===== src/rtl/hz_display_pkg.sv =====
// hz_display_pkg: shared widths, FSM states and BCD sizing helper for the hz display path
package hz_display_pkg;

   typedef enum logic {ST_IDLE, ST_CONV} state_t;

   function automatic int bcd_digits_for(input int width);
      longint lim;
      longint p;
      int     d;
      lim = (longint'(1) << width) - 1;
      p   = 1;
      d   = 0;
      for (int i = 0; i < 20; i++)
         if (p <= lim) begin
            p = p * 10;
            d++;
         end
      return d;
   endfunction

   localparam int METER_WIDTH = 17;
   localparam int DISP_DIGITS = bcd_digits_for(METER_WIDTH);

endpackage


===== src/rtl/bcd_digit_adj.sv =====
// bcd_digit_adj: add 3 to a BCD nibble that is 5 or more, ahead of the double-dabble shift
module bcd_digit_adj (
   input  logic [3:0] i_d,
   output logic [3:0] o_d
);

   assign o_d = (i_d >= 4'd5) ? i_d + 4'd3 : i_d;

endmodule


===== src/rtl/hz_bcd_converter.sv =====
// hz_bcd_converter: sequential shift-and-add-3 binary to packed BCD with leading-zero mask
module hz_bcd_converter
   import hz_display_pkg::*;
#(
   parameter int WIDTH  = METER_WIDTH,
   parameter int DIGITS = DISP_DIGITS
) (
   input  logic                  clk,
   input  logic                  rst_a_n,
   input  logic                  start,
   input  logic [WIDTH-1:0]      bin,
   output logic                  busy,
   output logic                  done,
   output logic [4*DIGITS-1:0]   bcd,
   output logic [DIGITS-1:0]     nz
);

   localparam int BW = 4 * DIGITS;
   localparam int CW = $clog2(WIDTH + 1);

   state_t           r_state;
   state_t           w_state_nxt;
   logic [CW-1:0]    r_cnt;
   logic [WIDTH-1:0] r_sh;
   logic [BW-1:0]    r_scr;
   logic [BW-1:0]    r_bcd;
   logic [DIGITS-1:0] r_nz;
   logic             r_done;
   logic [BW-1:0]    w_adj;
   logic [BW-1:0]    w_shift;
   logic [DIGITS-1:0] w_nz;
   logic             w_accept;
   logic             w_last;

   genvar g;
   generate
      for (g = 0; g < DIGITS; g++) begin : g_dig
         bcd_digit_adj u_adj (
            .i_d (r_scr[4*g +: 4]),
            .o_d (w_adj[4*g +: 4])
         );
         // a digit is shown if it or any more significant digit is nonzero; units always shown
         assign w_nz[g] = (g == 0) ? 1'b1 : |w_shift[BW-1:4*g];
      end
   endgenerate

   assign w_shift = {w_adj[BW-2:0], r_sh[WIDTH-1]};

   // next state: accept start only when idle, finish on the WIDTH-th shift
   always_comb begin
      w_state_nxt = r_state;
      w_accept    = 1'b0;
      w_last      = 1'b0;
      if (r_state == ST_IDLE && start) begin
         w_accept    = 1'b1;
         w_state_nxt = ST_CONV;
      end else if (r_state == ST_CONV && r_cnt == CW'(WIDTH - 1)) begin
         w_last      = 1'b1;
         w_state_nxt = ST_IDLE;
      end
   end

   // state register
   always_ff @(posedge clk or negedge rst_a_n) begin
      if (!rst_a_n) r_state <= ST_IDLE;
      else          r_state <= w_state_nxt;
   end

   // datapath: capture, shift, and publish the result only on the final shift
   always_ff @(posedge clk or negedge rst_a_n) begin
      if (!rst_a_n) begin
         r_cnt  <= '0;
         r_sh   <= '0;
         r_scr  <= '0;
         r_bcd  <= '0;
         r_nz   <= '0;
         r_done <= 1'b0;
      end else begin
         r_done <= w_last;
         if (w_accept) begin
            r_sh  <= bin;
            r_scr <= '0;
            r_cnt <= '0;
         end else if (r_state == ST_CONV) begin
            r_sh  <= r_sh << 1;
            r_scr <= w_shift;
            r_cnt <= r_cnt + 1'b1;
         end
         if (w_last) begin
            r_bcd <= w_shift;
            r_nz  <= w_nz;
         end
      end
   end

   assign busy = (r_state == ST_CONV);
   assign done = r_done;
   assign bcd  = r_bcd;
   assign nz   = r_nz;

endmodule


===== config.mk =====
export PLATFORM = sky130hd
export DESIGN_NAME = hz_bcd_converter
export DESIGN_NICKNAME = d
export VERILOG_FILES = /design/src/rtl/hz_display_pkg.sv /design/src/rtl/bcd_digit_adj.sv /design/src/rtl/hz_bcd_converter.sv
export SDC_FILE = /design/constraint.sdc
export NUM_CORES = 1
export LEC_CHECK = 0
export BUFFER_PORTS_ARGS = -buffer_cell sky130_fd_sc_hd__buf_4
export CORE_MARGIN = 3
export CORE_UTILIZATION = 25
export CTS_BUF_LIST = sky130_fd_sc_hd__clkbuf_4
export CTS_CLUSTER_SIZE = 28
export DETAILED_ROUTE_END_ITERATION = 8
export GPL_TIMING_DRIVEN = 1
export SYNTH_ARGS = -nofsm -noshare
export SYNTH_HDL_FRONTEND = slang
export SYNTH_SLANG_ARGS = --single-unit
export TNS_END_PERCENT = 30

===== constraint.sdc =====
create_clock -name clk -period 2.5 [get_ports clk]
set_clock_uncertainty 0.2 [all_clocks]
set_input_delay 0.5 -clock clk [delete_from_list [all_inputs] [get_ports clk]]
set_output_delay 0.5 -clock clk [all_outputs]
set_load 0.02 [all_outputs]

After elaboration in Yosys (flattened, before gate mapping)
Cells that the tools add are included.
Storage, ports and cells
  output and inout port bits: 32
  flip-flop bits (word level): 78
  bits in writable memories: 0
  bits in latches: 0
  memories: 0
  memory bits (read-only): 0
  input port bits: 20
Cells by class
  multipliers: 0
  mux-type cells: 17
  bitwise operators: 1
  $add $sub $neg: 7
  reductions and logical operators: 9
  order comparisons: 6
  shift operators: 0
  divide/modulo/power cells: 0
  eq/ne operators: 1
Operators by type and width (number)
  24-bit two-way mux: 2
  17-bit two-way mux: 2
  4-bit by 3-bit >= comparator with 1-bit output (second input constant): 6
  4-bit by 2-bit adder with 4-bit output (second input constant): 5
  4-bit two-way mux: 5
  20-bit OR reduction: 1
  16-bit OR reduction: 1
  12-bit OR reduction: 1
  5-bit two-way mux: 2
  8-bit OR reduction: 1
  5-bit by 1-bit adder with 5-bit output (second input constant): 1
  5-bit equality test (second input constant): 1
  1-bit two-way mux: 5
  2-bit nonzero test: 2
  4-bit OR reduction: 1
  3-bit by 2-bit adder with 3-bit output (second input constant): 1
  3-bit two-way mux: 1
  1-bit logical AND: 2
  1-bit NOT: 1

Longest topological paths before layout
Gate-level depths: netlist of run 1.
  depth in word-level cells: 4
  mapped depth: 8
  mapped depth without buffers: 7

Modules after synthesis
Synthesis of run 1 repeated with hierarchy kept, for this count alone.
Unflattened totals
  cell total of the unflattened synthesis: 324
  area total of the unflattened synthesis: 3797.4 um2
Modules (own cells, without submodules)
  hz_bcd_converter: seq. area each 1951.9 um2, area each 3189.3 um2, cells each 228, instances 1
  bcd_digit_adj: seq. area each 0.0 um2, area each 101.3 um2, cells each 16, instances 6

Worst setup path after synthesis of run 1
Ideal clock, no wire load.
  path type: register to register
  from: register r_scr[12]
  to: register r_nz[1], in the netlist nz[1]
  period minus slack after synthesis: 1977 ps
  cell stages (with the launch flop): 8
  arrival: 1643 ps
  buffers on the path: 0
  slack: 523 ps
  path through: dfrtp_1 -> inv_1 -> ha_1 -> nand2b_1 -> a21oi_1 -> mux2i_1 -> nor4b_2 -> a31oi_1
Between the ends
  cells in the longest elaborated chain, start to end: 3
RTL lines
  start: declaration: line hz_bcd_converter.sv:25  | logic [BW-1:0] r_scr;
  start signal: assignment: line hz_bcd_converter.sv:86  | r_scr <= w_shift;
  4-bit by 2-bit adder with 4-bit output / 4-bit by 3-bit >= comparator with 1-bit output (equally long branches): line bcd_digit_adj.sv:7  | assign o_d = (i_d >= 4'd5) ? i_d + 4'd3 : i_d;
  4-bit two-way mux *: line bcd_digit_adj.sv:7
  20-bit OR reduction *: line hz_bcd_converter.sv:43  | assign w_nz[g] = (g == 0) ? 1'b1 : |w_shift[BW-1:4*g];
  end signal: assignment: line hz_bcd_converter.sv:91  | r_nz <= w_nz;
  end: declaration: line hz_bcd_converter.sv:27  | logic [DIGITS-1:0] r_nz;
Mark *: on every way between the ends. The rest lies on a longest branch, timed or not.
A chain may end at the register's enable or synchronous reset.

Worst setup path after layout of run 1
Ends and elaborated chain as after synthesis.

==> metrics.log, run 1 <==
INFO  metric flip_flop_and_latch_count_after_synthesis = 78
INFO  metric cp-start-kind = flip-flop
INFO  metric hold_path.startpoint = bin[0]
INFO  metric critical-path-max-stage-delay = 460 ps
INFO  metric post_synth_edffs = 0
INFO  metric layout_min_cycle_time = between 2000 and 2500 ps
INFO  metric fmax = approximately 430 MHz
INFO  metric clk_pin_slew_worst_paths = 130 ps
INFO  metric rr_startpoint = r_scr[12]
INFO  metric netlist-cell-type-count = 42
INFO  metric peakVddDrop = 0.2502 mV
INFO  metric timing.final.ws_setup = 199.6 ps
INFO  metric avgViaCountPerCell = 4.581
INFO  metric start_util = 0.2566
INFO  metric detail_route.iter0.violations = a little over 60
INFO  metric synth.net_count = 407
INFO  metric met2_length = 4.000 mm
INFO  metric number_of_i_o_port_buffers = 51
INFO  metric critical-path-slowest-cell = sky130_fd_sc_hd__dfrtp_1
INFO  metric number_of_antenna_violations_at_the_first_check_in_global_routing = 1
INFO  metric grt_pass1_wl = 14.55 mm
INFO  metric synthesis.instances = 373
INFO  metric cap_viol_max_count = 0
INFO  metric post_route_cells_drive_above_1_share = 0.1986
INFO  metric finalCritPeriodShare = 0.9202
INFO  metric syn_to_final_growth = 20.05%
INFO  metric numCtsBuffers = 9
INFO  metric critical_path_peak_fanout = 5
INFO  metric area_of_the_core = 0.01459 mm2
INFO  metric floorplan.rows = 44
INFO  metric grt-ovfl-total = 0
INFO  metric ant_nets = 0
INFO  metric timing_max_transition_violations_final = 0
INFO  metric chipHeight = 128.4 um
INFO  metric number_of_buffers_added_to_fix_hold_violations_after_cts = 1
INFO  metric setup_tns = 0 ps
INFO  metric grt_setup_unrepaired = no
INFO  metric globalRouteTotalUtil = 0.1109
INFO  metric clock_tree.root_cell = sky130_fd_sc_hd__clkbuf_4
INFO  metric p_leak = between 2 and 2.5 nW
INFO  metric yosys_most_used_dff = sky130_fd_sc_hd__dfrtp_1
INFO  metric final-hold-violation-count = 0
INFO  metric die_area = 0.01648 mm2
INFO  metric drt-wirelength-per-cell = 13.55 um
INFO  metric outcome = completed
INFO  metric worstPathArrival = 2420 ps
INFO  metric clock_sink_count = 78
INFO  metric power.density = between 1000 and 1500 mW/mm2
INFO  metric cts.htree.levels = 3
INFO  metric setup.worst_path.class = flip-flop to flip-flop
INFO  metric via_count_of_the_first_global_routing_pass = 2977
INFO  metric dpl_worst_slack = between 200 and 300 ps
INFO  metric clk-insertion-delay-late = 450 ps
INFO  metric count_of_tritonroute_iterations_in_the_first_routing_pass = 4
INFO  metric synth.yosys.warnings = 0
INFO  metric clock_path_buffers = 2
INFO  metric postCtsResizedCells = 0
INFO  metric synth.avg_cell_area = 10.04 um2
INFO  metric nets = between 400 and 500
INFO  metric cell_by_cell_listing_of_the_critical_path = inv_1, ha_1, nand2b_1, a21oi_1, mux2i_1, nor4b_2, a31oi_1
INFO  metric top_layer_used = met4
INFO  metric cts_tree = done
INFO  metric place_congestion = 0.8642
INFO  metric synth-async-reset-ratio = 1.000
INFO  metric crit_path_end_kind = flip-flop
INFO  metric finish.instance_area = 0.004494 mm2
INFO  metric worstHoldPathType = input port to flip-flop
INFO  metric timing.critical_path.required = 2620 ps
INFO  metric max_slew_margin = 0.5809
INFO  metric number_of_i_o_pins = 52
INFO  metric wl_met3 = between 500 and 600 um
INFO  metric fp.dieW = roughly 130 um
INFO  metric part_of_the_yosys_area_used_for_sequential_elements = 0.5214
INFO  metric setup_violations = 0
INFO  metric mappedNetlistArea = 0.003744 mm2
INFO  metric tightest_slew = 628.6 ps
INFO  metric grt_start_max_net_pins = a little under 50
INFO  metric cell_area_reported_after_detailed_placement = ~0.0044 mm2
INFO  metric route.final.wire_length = 8.375 mm
INFO  metric postCtsSetupBuffers = 0
INFO  metric post-route-drc-count = 0
INFO  metric setup.worst_path.start = r_scr[12]
INFO  metric placed_wire_length_estimate_after_detailed_placement = 5.947 mm
INFO  metric route.vias.total = 2831
INFO  metric met1_length = 3.726 mm
## worst max-delay path, delay by kind of cell (launching register included)
kind            cells  cell delay [ps]
buf+inv             1              120
flops               1              460
compound gates      2              490
mux                 1              320
simple gates        2              380
fa+ha+maj           1              210
## cell type report
cell class              count  area [um2]
clock buffers              10       75.07
repair buffers             60       465.4
fillers                  1494       10090
clock inverters             6       52.55
inverters                  16       60.06
diodes                      1       2.502
well taps                 184       230.2
multi-input cells         263        1655
flip-flops and latches     78        1953
## metrics by stage
step	instances	hold slack [ps]	utilization	power, W
detailed placement	600	263.6	0.2985	0.005097
global placement	600	255.9	0.2985	0.004979
floorplan	373	4.409	-	0.004164
global route	618	86.68	0.3081	0.006327
CTS	617	66.87	0.3079	0.005855
finish	618	107.1	0.3081	0.005769
## metal layers
| layer | global-route usage | vias to the layer above |
|---|---|---|
| met3 | 0.04566 | 12 |
| met5 | 0 | - |
| met1 | 0.1321 | 1370 |
| met2 | 0.1799 | 66 |
| met4 | 0.04120 | 0 |
| li1 | - | 1383 |
## worst paths after layout
path                            cells after the start       to  slack [ps]
worst max-delay path                                7    nz[1]         200
worst min-delay path                                3  r_sh[0]         110
worst max register to register                      7    nz[1]         200
worst min register to register                      1    nz[0]         280
max in group asynchronous                           3    nz[3]        1040
min in group asynchronous                           2   bcd[1]         410
## logic make-up after synthesis
kind of cell / after synthesis / synth area share
and+or+nand+nor: 131 / 0.1588
AOI/OAI and AO/OA: 79 / 0.1337
DFF: 78 / 0.5214
buffers and inverters: 32 / 0.03642
muxes: 30 / 0.08188
adders and majority gates: 14 / 0.04679
xor gates and xnor gates: 9 / 0.02106
## layout by cell type (no fill, tap or decap), types with 2 or more instances in the layout
cell type / n
sky130_fd_sc_hd__mux2i_1: 25
sky130_fd_sc_hd__inv_1: 15
sky130_fd_sc_hd__ha_1: 14
sky130_fd_sc_hd__dfrtp_1: 77
sky130_fd_sc_hd__a21oi_1: 12
sky130_fd_sc_hd__xor2_1: 2
sky130_fd_sc_hd__clkinv_1: 4
sky130_fd_sc_hd__o31ai_1: 2
sky130_fd_sc_hd__nand3_1: 3
sky130_fd_sc_hd__o21ai_0: 35
sky130_fd_sc_hd__mux2_2: 5
sky130_fd_sc_hd__nand2_1: 89
sky130_fd_sc_hd__clkbuf_4: 10
sky130_fd_sc_hd__nand2b_1: 10
sky130_fd_sc_hd__o21ai_1: 2
sky130_fd_sc_hd__buf_4: 58
sky130_fd_sc_hd__a21o_1: 3
sky130_fd_sc_hd__a31oi_1: 2
sky130_fd_sc_hd__nor2_1: 12
sky130_fd_sc_hd__a211oi_1: 2
sky130_fd_sc_hd__a22o_1: 16
sky130_fd_sc_hd__xnor2_1: 7
sky130_fd_sc_hd__nor3b_1: 5
## Yosys cell counts, types with 2 or more instances
cell | count | share of area
sky130_fd_sc_hd__o21ai_1 | 2 | 0.0027
sky130_fd_sc_hd__a31oi_1 | 2 | 0.0033
sky130_fd_sc_hd__xor2_1 | 2 | 0.0047
sky130_fd_sc_hd__clkbuf_1 | 9 | 0.0090
sky130_fd_sc_hd__a21o_1 | 3 | 0.0060
sky130_fd_sc_hd__buf_2 | 5 | 0.0067
sky130_fd_sc_hd__dfrtp_1 | 78 | 0.52
sky130_fd_sc_hd__nand2b_1 | 10 | 0.017
sky130_fd_sc_hd__a21oi_1 | 12 | 0.016
sky130_fd_sc_hd__o31ai_1 | 2 | 0.0040
sky130_fd_sc_hd__a22o_1 | 16 | 0.037
sky130_fd_sc_hd__nand3_1 | 3 | 0.0040
sky130_fd_sc_hd__a211oi_1 | 2 | 0.0040
sky130_fd_sc_hd__nor3b_1 | 5 | 0.010
sky130_fd_sc_hd__inv_1 | 15 | 0.015
sky130_fd_sc_hd__o21ai_0 | 35 | 0.047
sky130_fd_sc_hd__nor2_1 | 12 | 0.012
sky130_fd_sc_hd__mux2i_1 | 25 | 0.067
sky130_fd_sc_hd__nand2_1 | 89 | 0.089
sky130_fd_sc_hd__xnor2_1 | 7 | 0.016
sky130_fd_sc_hd__ha_1 | 14 | 0.047
sky130_fd_sc_hd__mux2_2 | 5 | 0.015
## state kept, by name, summed over array words and instances (netlist names)
name / cells
bcd: 24
r_scr: 24
r_sh: 17
nz: 6
r_cnt: 5
busy: 1
done: 1
## report_power, final
part	total (W)	internal (W)	leakage (nW)	switching, W
sequential	0.00228	0.00181	0.982	0.000465
clock	0.000737	0.000303	0.0666	0.000433
combinational	0.00275	0.00124	1.14	0.00152
(Power assumes the default switching activity.)
==> run 2, diff against run 1 <==
--- a/config.mk
+++ b/config.mk
@@ -7,11 +7,13 @@
 export LEC_CHECK = 0
 export BUFFER_PORTS_ARGS = -buffer_cell sky130_fd_sc_hd__buf_4
 export CORE_MARGIN = 3
-export CORE_UTILIZATION = 25
+export CORE_UTILIZATION = 45
 export CTS_BUF_LIST = sky130_fd_sc_hd__clkbuf_4
 export CTS_CLUSTER_SIZE = 28
 export DETAILED_ROUTE_END_ITERATION = 8
 export GPL_TIMING_DRIVEN = 1
+export PLACE_DENSITY = 0.65
+export SETUP_SLACK_MARGIN = 0.3
 export SYNTH_ARGS = -nofsm -noshare
 export SYNTH_HDL_FRONTEND = slang
 export SYNTH_SLANG_ARGS = --single-unit
==> run 2 against run 1 <==
Effect of this change: count of clock-buffer cells in the layout stayed put; hold slack gained 18 ps; maximum frequency increased by 7.8%; register-to-register slack better by 170 ps; cell count fell by 14%; routed wire length down 10%; critical path depth stayed put; combinational power about the same; flip-flop and latch count unchanged; sequential power about the same.
==> metrics.log, run 2 (synthesis gave the netlist of run 1 again) <==
INFO  metric outcome = completed
INFO  metric clock_path_buffers = 2
INFO  metric fin_util = 0.5552
INFO  metric clock_sink_count = slightly below 80
INFO  metric postCtsSetupBuffers = 0
INFO  metric grt_setup_unrepaired = yes
INFO  metric post_route_cells_drive_above_1_share = 0.2065
INFO  metric route.vias.total = between 2000 and 3000
INFO  metric cts.htree.levels = 3
INFO  metric regToRegSetupSlack = 370 ps
INFO  metric placed_wire_length_estimate_after_detailed_placement = around 5.1 mm
INFO  metric cts_tree = done
INFO  metric n_antenna_cell = 0
INFO  metric clk-insertion-delay-late = 430 ps
INFO  metric power.density = between 1000 and 1500 mW/mm2
INFO  metric rr_startpoint = r_scr[12]
INFO  metric nets = 460
INFO  metric area_of_the_core = ~0.0079 mm2
INFO  metric start_util = 0.4746
INFO  metric die_area = 0.009450 mm2
INFO  metric clk_pin_slew_worst_paths = 130 ps
INFO  metric drt-wirelength-per-cell = 14.07 um
INFO  metric floorplan.rows = 32
INFO  metric route.final.wire_length = between 7 and 8 mm
INFO  metric setup_violations = 0
INFO  metric final-hold-violation-count = 0
INFO  metric cp-start-kind = flip-flop
INFO  metric grt_start_max_net_pins = 52
INFO  metric worst_r2r_endpoint = nz[1]
INFO  metric finalCritPeriodShare = 0.8536
INFO  metric numCtsBuffers = 9
INFO  metric critical_path_peak_fanout = 5
INFO  metric worstHoldEndpoint = r_sh[0]
INFO  metric cap_viol_max_count = 0
INFO  metric number_of_i_o_port_buffers = 51
INFO  metric number_of_i_o_pins = 52
INFO  metric syn_to_final_growth = 16.98%
INFO  metric final_cell_mix = 89 x sky130_fd_sc_hd__nand2_1, 77 x sky130_fd_sc_hd__dfrtp_1, 56 x sky130_fd_sc_hd__buf_4
INFO  metric post-route-drc-count = 0
INFO  metric hold_path.startpoint = bin[0]
INFO  metric timing.reg2reg.worst_path_depth = 7
INFO  metric setup_tns = 0 ps
INFO  metric hold_slack = 124.9 ps
INFO  metric fmax = 468.6 MHz
INFO  metric clock_tree.root_cell = sky130_fd_sc_hd__clkbuf_4
INFO  metric avgViaCountPerCell = 5.225
INFO  metric timing_max_transition_violations_final = 0
INFO  metric grt-ovfl-total = 0
INFO  metric setup.worst_path.start = r_scr[12]
INFO  metric chipHeight = 97.21 um
INFO  metric place_congestion = just over 0.9
INFO  metric detail_route.iter0.violations = 139
INFO  metric grt_pass1_wl = 13.03 mm
INFO  metric worstHoldPathType = input port to flip-flop
INFO  metric timing.critical_path.required = between 2000 and 3000 ps
INFO  metric layout_min_cycle_time = approximately 2100 ps
INFO  metric power.total = 0.005678 W
INFO  metric fp.dieW = 97.21 um
INFO  metric globalRouteTotalUtil = 0.1700
INFO  metric peakVddDrop = between 0.4 and 0.5 mV
INFO  metric count_of_tritonroute_iterations_in_the_first_routing_pass = 4
INFO  metric depth_of_the_worst_hold_timing_path = 3
INFO  metric setup.worst_path.class = flip-flop to flip-flop
INFO  metric tightest_slew = 470.3 ps
INFO  metric crit_path_end_kind = flip-flop
INFO  metric ant_nets = 0
INFO  metric p_leak = 2.185 nW
INFO  metric worstPathArrival = roughly 2300 ps
INFO  metric via_count_of_the_first_global_routing_pass = 2758
INFO  metric number_of_antenna_violations_at_the_first_check_in_global_routing = 0
INFO  metric max_slew_margin = 0.6865
INFO  metric mostFrequentLayoutCell = sky130_fd_sc_hd__nand2_1
==> run 2: repair_timing <==
| item | 4_1_cts | 5_1_grt |
|---|---|---|
| endpoints found under the setup margin | 1 | 3 |
| hold endpoints to repair | 33 | 0 |
| hold buffers | 1 | 0 |
| pin swaps | 0 | 0 |
| resized for setup | 1 | 3 |
==> run 2: worst max-delay path by stage <==
stage,to,slack (ps),cells after the start
2_1_floorplan,nz[1],520,7
4_1_cts,nz[3],360,7
3_3_place_gp,nz[1],420,7
3_5_place_dp,nz[1],310,7
6_report,nz[1],370,7
5_1_grt,nz[1],210,7
==> run 2: stage by stage <==
step	cell area [um2]	setup slack, ps	instances
after CTS	4363	360.8	533
after global routing	4379	209.0	533
after detailed placement	4237	314.5	516
after global placement	4237	418.6	516
after floorplan	3744	522.8	373
final	4379	366.0	533
==> run 2: area by class of cell <==
cell class | count | area, um2
clock inverter | 6 | 37.54
fill | 729 | 3508
inverter | 16 | 60.06
timing repair buffer | 58 | 450.4
clock buffer | 10 | 75.07
tap | 102 | 127.6
multi-input combinational | 263 | 1675
sequential | 78 | 1953
==> run 2: per-layer routing <==
layer,vias up,routed length (um),part of all wire,global-route usage
li1,1379,-,-,-
met1,1344,3635,0.48,0.2238
met2,49,3433,0.46,0.2670
met3,13,295,0.039,0.04810
met4,0,135,0.018,0.06603
met5,-,0,0,0
==> run 2: where the power goes <==
group          switching (W)  leakage (nW)  total, W  internal [W]
combinational        0.00153          1.14   0.00277       0.00125
clock               0.000430        0.0618  0.000643      0.000213
sequential          0.000451         0.982   0.00226       0.00181
total                0.00241          2.18   0.00568       0.00327
==> run 2: critical path, cell delays in order (launching register included) <==
cell,delay [ps]
sky130_fd_sc_hd__dfrtp_1,450
sky130_fd_sc_hd__inv_1,110
sky130_fd_sc_hd__ha_1,200
sky130_fd_sc_hd__nand2b_1,100
sky130_fd_sc_hd__a21oi_2,250
sky130_fd_sc_hd__mux2i_1,330
sky130_fd_sc_hd__nor4b_4,270
sky130_fd_sc_hd__a31oi_1,110
==> run 3, diff against run 2 <==
--- a/config.mk
+++ b/config.mk
@@ -12,9 +12,9 @@
 export CTS_CLUSTER_SIZE = 28
 export DETAILED_ROUTE_END_ITERATION = 8
 export GPL_TIMING_DRIVEN = 1
-export PLACE_DENSITY = 0.65
 export SETUP_SLACK_MARGIN = 0.3
 export SYNTH_ARGS = -nofsm -noshare
 export SYNTH_HDL_FRONTEND = slang
+export SYNTH_HIERARCHICAL = 1
 export SYNTH_SLANG_ARGS = --single-unit
 export TNS_END_PERCENT = 30
==> run 3 against run 2 <==
Effect of this change: die area increased by 0.85%; utilization rose by 2.1 points; maximum frequency increased by 0.91%; synthesized cell count is 14% lower; count of clock-buffer cells in the layout did not move; worst setup slack improved by 19 ps; non-clock buffer count is 8 higher; critical path type unchanged.
==> metrics.log, run 3 <==
INFO  metric grt_start_max_net_pins = 52
INFO  metric floorplan.rows = 32
INFO  metric n_antenna_cell = 0
INFO  metric layout_min_cycle_time = 2115 ps
INFO  metric cts.htree.levels = 3
INFO  metric critical_path_peak_fanout = 4
INFO  metric detail_route.iter0.violations = 100
INFO  metric post_route_cells_drive_above_1_share = 0.3695
INFO  metric mostFrequentLayoutCell = sky130_fd_sc_hd__dfrtp_1
INFO  metric route.final.wire_length = 7.463 mm
INFO  metric global_route.usage.met3 = 0.04020
INFO  metric setup.worst_path.class = flip-flop to flip-flop
INFO  metric final-hold-violation-count = 0
INFO  metric cp-start-kind = flip-flop
INFO  metric peakVddDrop = about 0.70 mV
INFO  metric via_count_of_the_first_global_routing_pass = 2526
INFO  metric global_route.peak_usage_layer = met2
INFO  metric synth.net_count = 354
INFO  metric numCtsBuffers = 9
INFO  metric hold_path.startpoint = bin[0]
INFO  metric cell_area_reported_after_detailed_placement = ~0.0042 mm2
INFO  metric die_area = 0.009530 mm2
INFO  metric regToRegSetupSlack = 390 ps
INFO  metric globalRouteMet2Util = 0.2341
INFO  metric worstPathArrival = 2250 ps
INFO  metric worst_r2r_endpoint = nz[2]
INFO  metric grt_pass1_wl = 12.34 mm
INFO  metric finalCritPeriodShare = 0.8459
INFO  metric synth.yosys.warnings = 6
INFO  metric fin_util = 0.5764
INFO  metric timing_max_transition_violations_final = 0
INFO  metric fmax = ~470 MHz
INFO  metric fp.dieW = a little under 100 um
INFO  metric cap_viol_max_count = 0
INFO  metric start_util = 0.4765
INFO  metric instances_no_fill = approximately 500
INFO  metric critical-path-slowest-cell = sky130_fd_sc_hd__dfrtp_1
INFO  metric setup_violations = 0
INFO  metric number_of_i_o_pins = 52
INFO  metric post-place-cells = 463
INFO  metric finish.instance_area = 0.004569 mm2
INFO  metric power.density = 1390 mW/mm2
INFO  metric clock_path_buffers = 2
INFO  metric hold_slack = 150.1 ps
INFO  metric critical-path-max-stage-delay = roughly 450 ps
INFO  metric p_leak = 2.250 nW
INFO  metric grt-ovfl-total = 0
INFO  metric route.vias.total = 2551
INFO  metric timing.critical_path.buf_inv = 1
INFO  metric number_of_i_o_port_buffers = 51
INFO  metric clk_pin_slew_worst_paths = 120 ps
INFO  metric post-route-drc-count = 0
INFO  metric worstHoldEndpoint = r_sh[0]
INFO  metric mappedNetlistArea = 0.003777 mm2
INFO  metric number_of_antenna_violations_at_the_first_check_in_global_routing = 0
INFO  metric rr_startpoint = r_scr[20]
INFO  metric globalRouteMet1Util = 0.2281
INFO  metric layout.filler_cells = 689
INFO  metric critical-path-top-delay-family = flip-flops
INFO  metric syn_to_final_growth = 20.97%
INFO  metric timing.reg2reg.worst_path_depth = 8
INFO  metric globalRouteTotalUtil = 0.1588
INFO  metric place_congestion = 0.7219
INFO  metric clk-insertion-delay-late = 410 ps
INFO  metric avgViaCountPerCell = 5.217
INFO  metric nets = 416
INFO  metric chipHeight = 97.62 um
INFO  metric drt-wirelength-per-cell = about 15 um
INFO  metric clock_tree.root_cell = sky130_fd_sc_hd__clkbuf_4
INFO  metric count_of_tritonroute_iterations_in_the_first_routing_pass = 5
INFO  metric clock_sink_count = 78
INFO  metric worstHoldPathType = input port to flip-flop
INFO  metric synthesis.instances = 320
INFO  metric cell_by_cell_listing_of_the_critical_path = ha_1, nand2b_1, a21oi_4, mux2i_2, nor4_2, buf_4, and3_4, a31oi_2
INFO  metric area_of_the_core = 0.007928 mm2
INFO  metric tightest_slew = 427.9 ps
INFO  metric max_slew_margin = 0.7127
INFO  metric synth.avg_cell_area = 11.80 um2
INFO  metric final_cell_mix = 73 x sky130_fd_sc_hd__dfrtp_1, 64 x sky130_fd_sc_hd__buf_4, 39 x sky130_fd_sc_hd__nand2_1
INFO  metric timing.critical_path.required = between 2000 and 3000 ps
INFO  metric crit_path_end_kind = flip-flop
INFO  metric ant_nets = 0
INFO  metric grt_setup_unrepaired = yes
INFO  metric depth_of_the_worst_hold_timing_path = 3
INFO  metric setup_tns = 0 ps
INFO  metric placed_wire_length_estimate_after_detailed_placement = around 4.7 mm
INFO  metric cts_tree = done
INFO  metric outcome = completed
-- run 3: worst max-delay path by stage --
stage                    from  endpoint  slack [ps]  cells past startpoint
floorplan           r_scr[20]     nz[2]         410                      7
global placement     r_scr[8]     nz[1]         260                      7
detailed placement  r_scr[16]     nz[2]          90                      7
CTS                 r_scr[17]     nz[2]         310                      9
global route        r_scr[21]     nz[3]         250                      9
finish              r_scr[20]     nz[2]         390                      8
-- run 3: per-stage QoR --
stage / total power (W) / setup WS [ps]
detailed placement: 0.005215 / 88.53
finish: 0.006354 / 385.2
CTS: 0.005983 / 314.5
global route: 0.006860 / 250.4
global placement: 0.005139 / 258.3
floorplan: 0.004363 / 409.6
-- run 3: power by group --
part / internal, W / total, W / leakage (nW) / switching [W]
clock network: 0.000212 / 0.000660 / 0.0621 / 0.000448
logic: 0.00177 / 0.00341 / 1.20 / 0.00164
registers: 0.00181 / 0.00228 / 0.984 / 0.000472
-- run 3: what timing repair did --
item	CTS	global route
hold buffers	1	0
setup endpoints to repair	4	3
endpoints found under the hold margin	27	0
buffers inserted	2	7
pin swaps	1	10
resized for setup	3	26
gates cloned	0	0
-- run 3: layer usage --
metal	routed length (um)	share of wire
met3	314	0.042
met1	3594	0.48
met5	0	0
met2	3441	0.46
met4	113	0.015
-- run 3: cell type report --
cell class | instances | area (um2) | area share
clock inverter | 6 | 38.79 | 0.008489
clock buffer | 10 | 75.07 | 0.01643
multi-input combinational | 212 | 1803 | 0.3946
sequential | 78 | 1958 | 0.4285
inverter | 15 | 56.30 | 0.01232
timing repair buffer | 66 | 510.5 | 0.1117
tap | 102 | 127.6 | 0.02793
-- run 3: tightest hold or removal path, stage by stage --
cell and delay [ps]:
sky130_fd_sc_hd__buf_4 80, sky130_fd_sc_hd__mux2i_1 50, sky130_fd_sc_hd__nor2_1 90
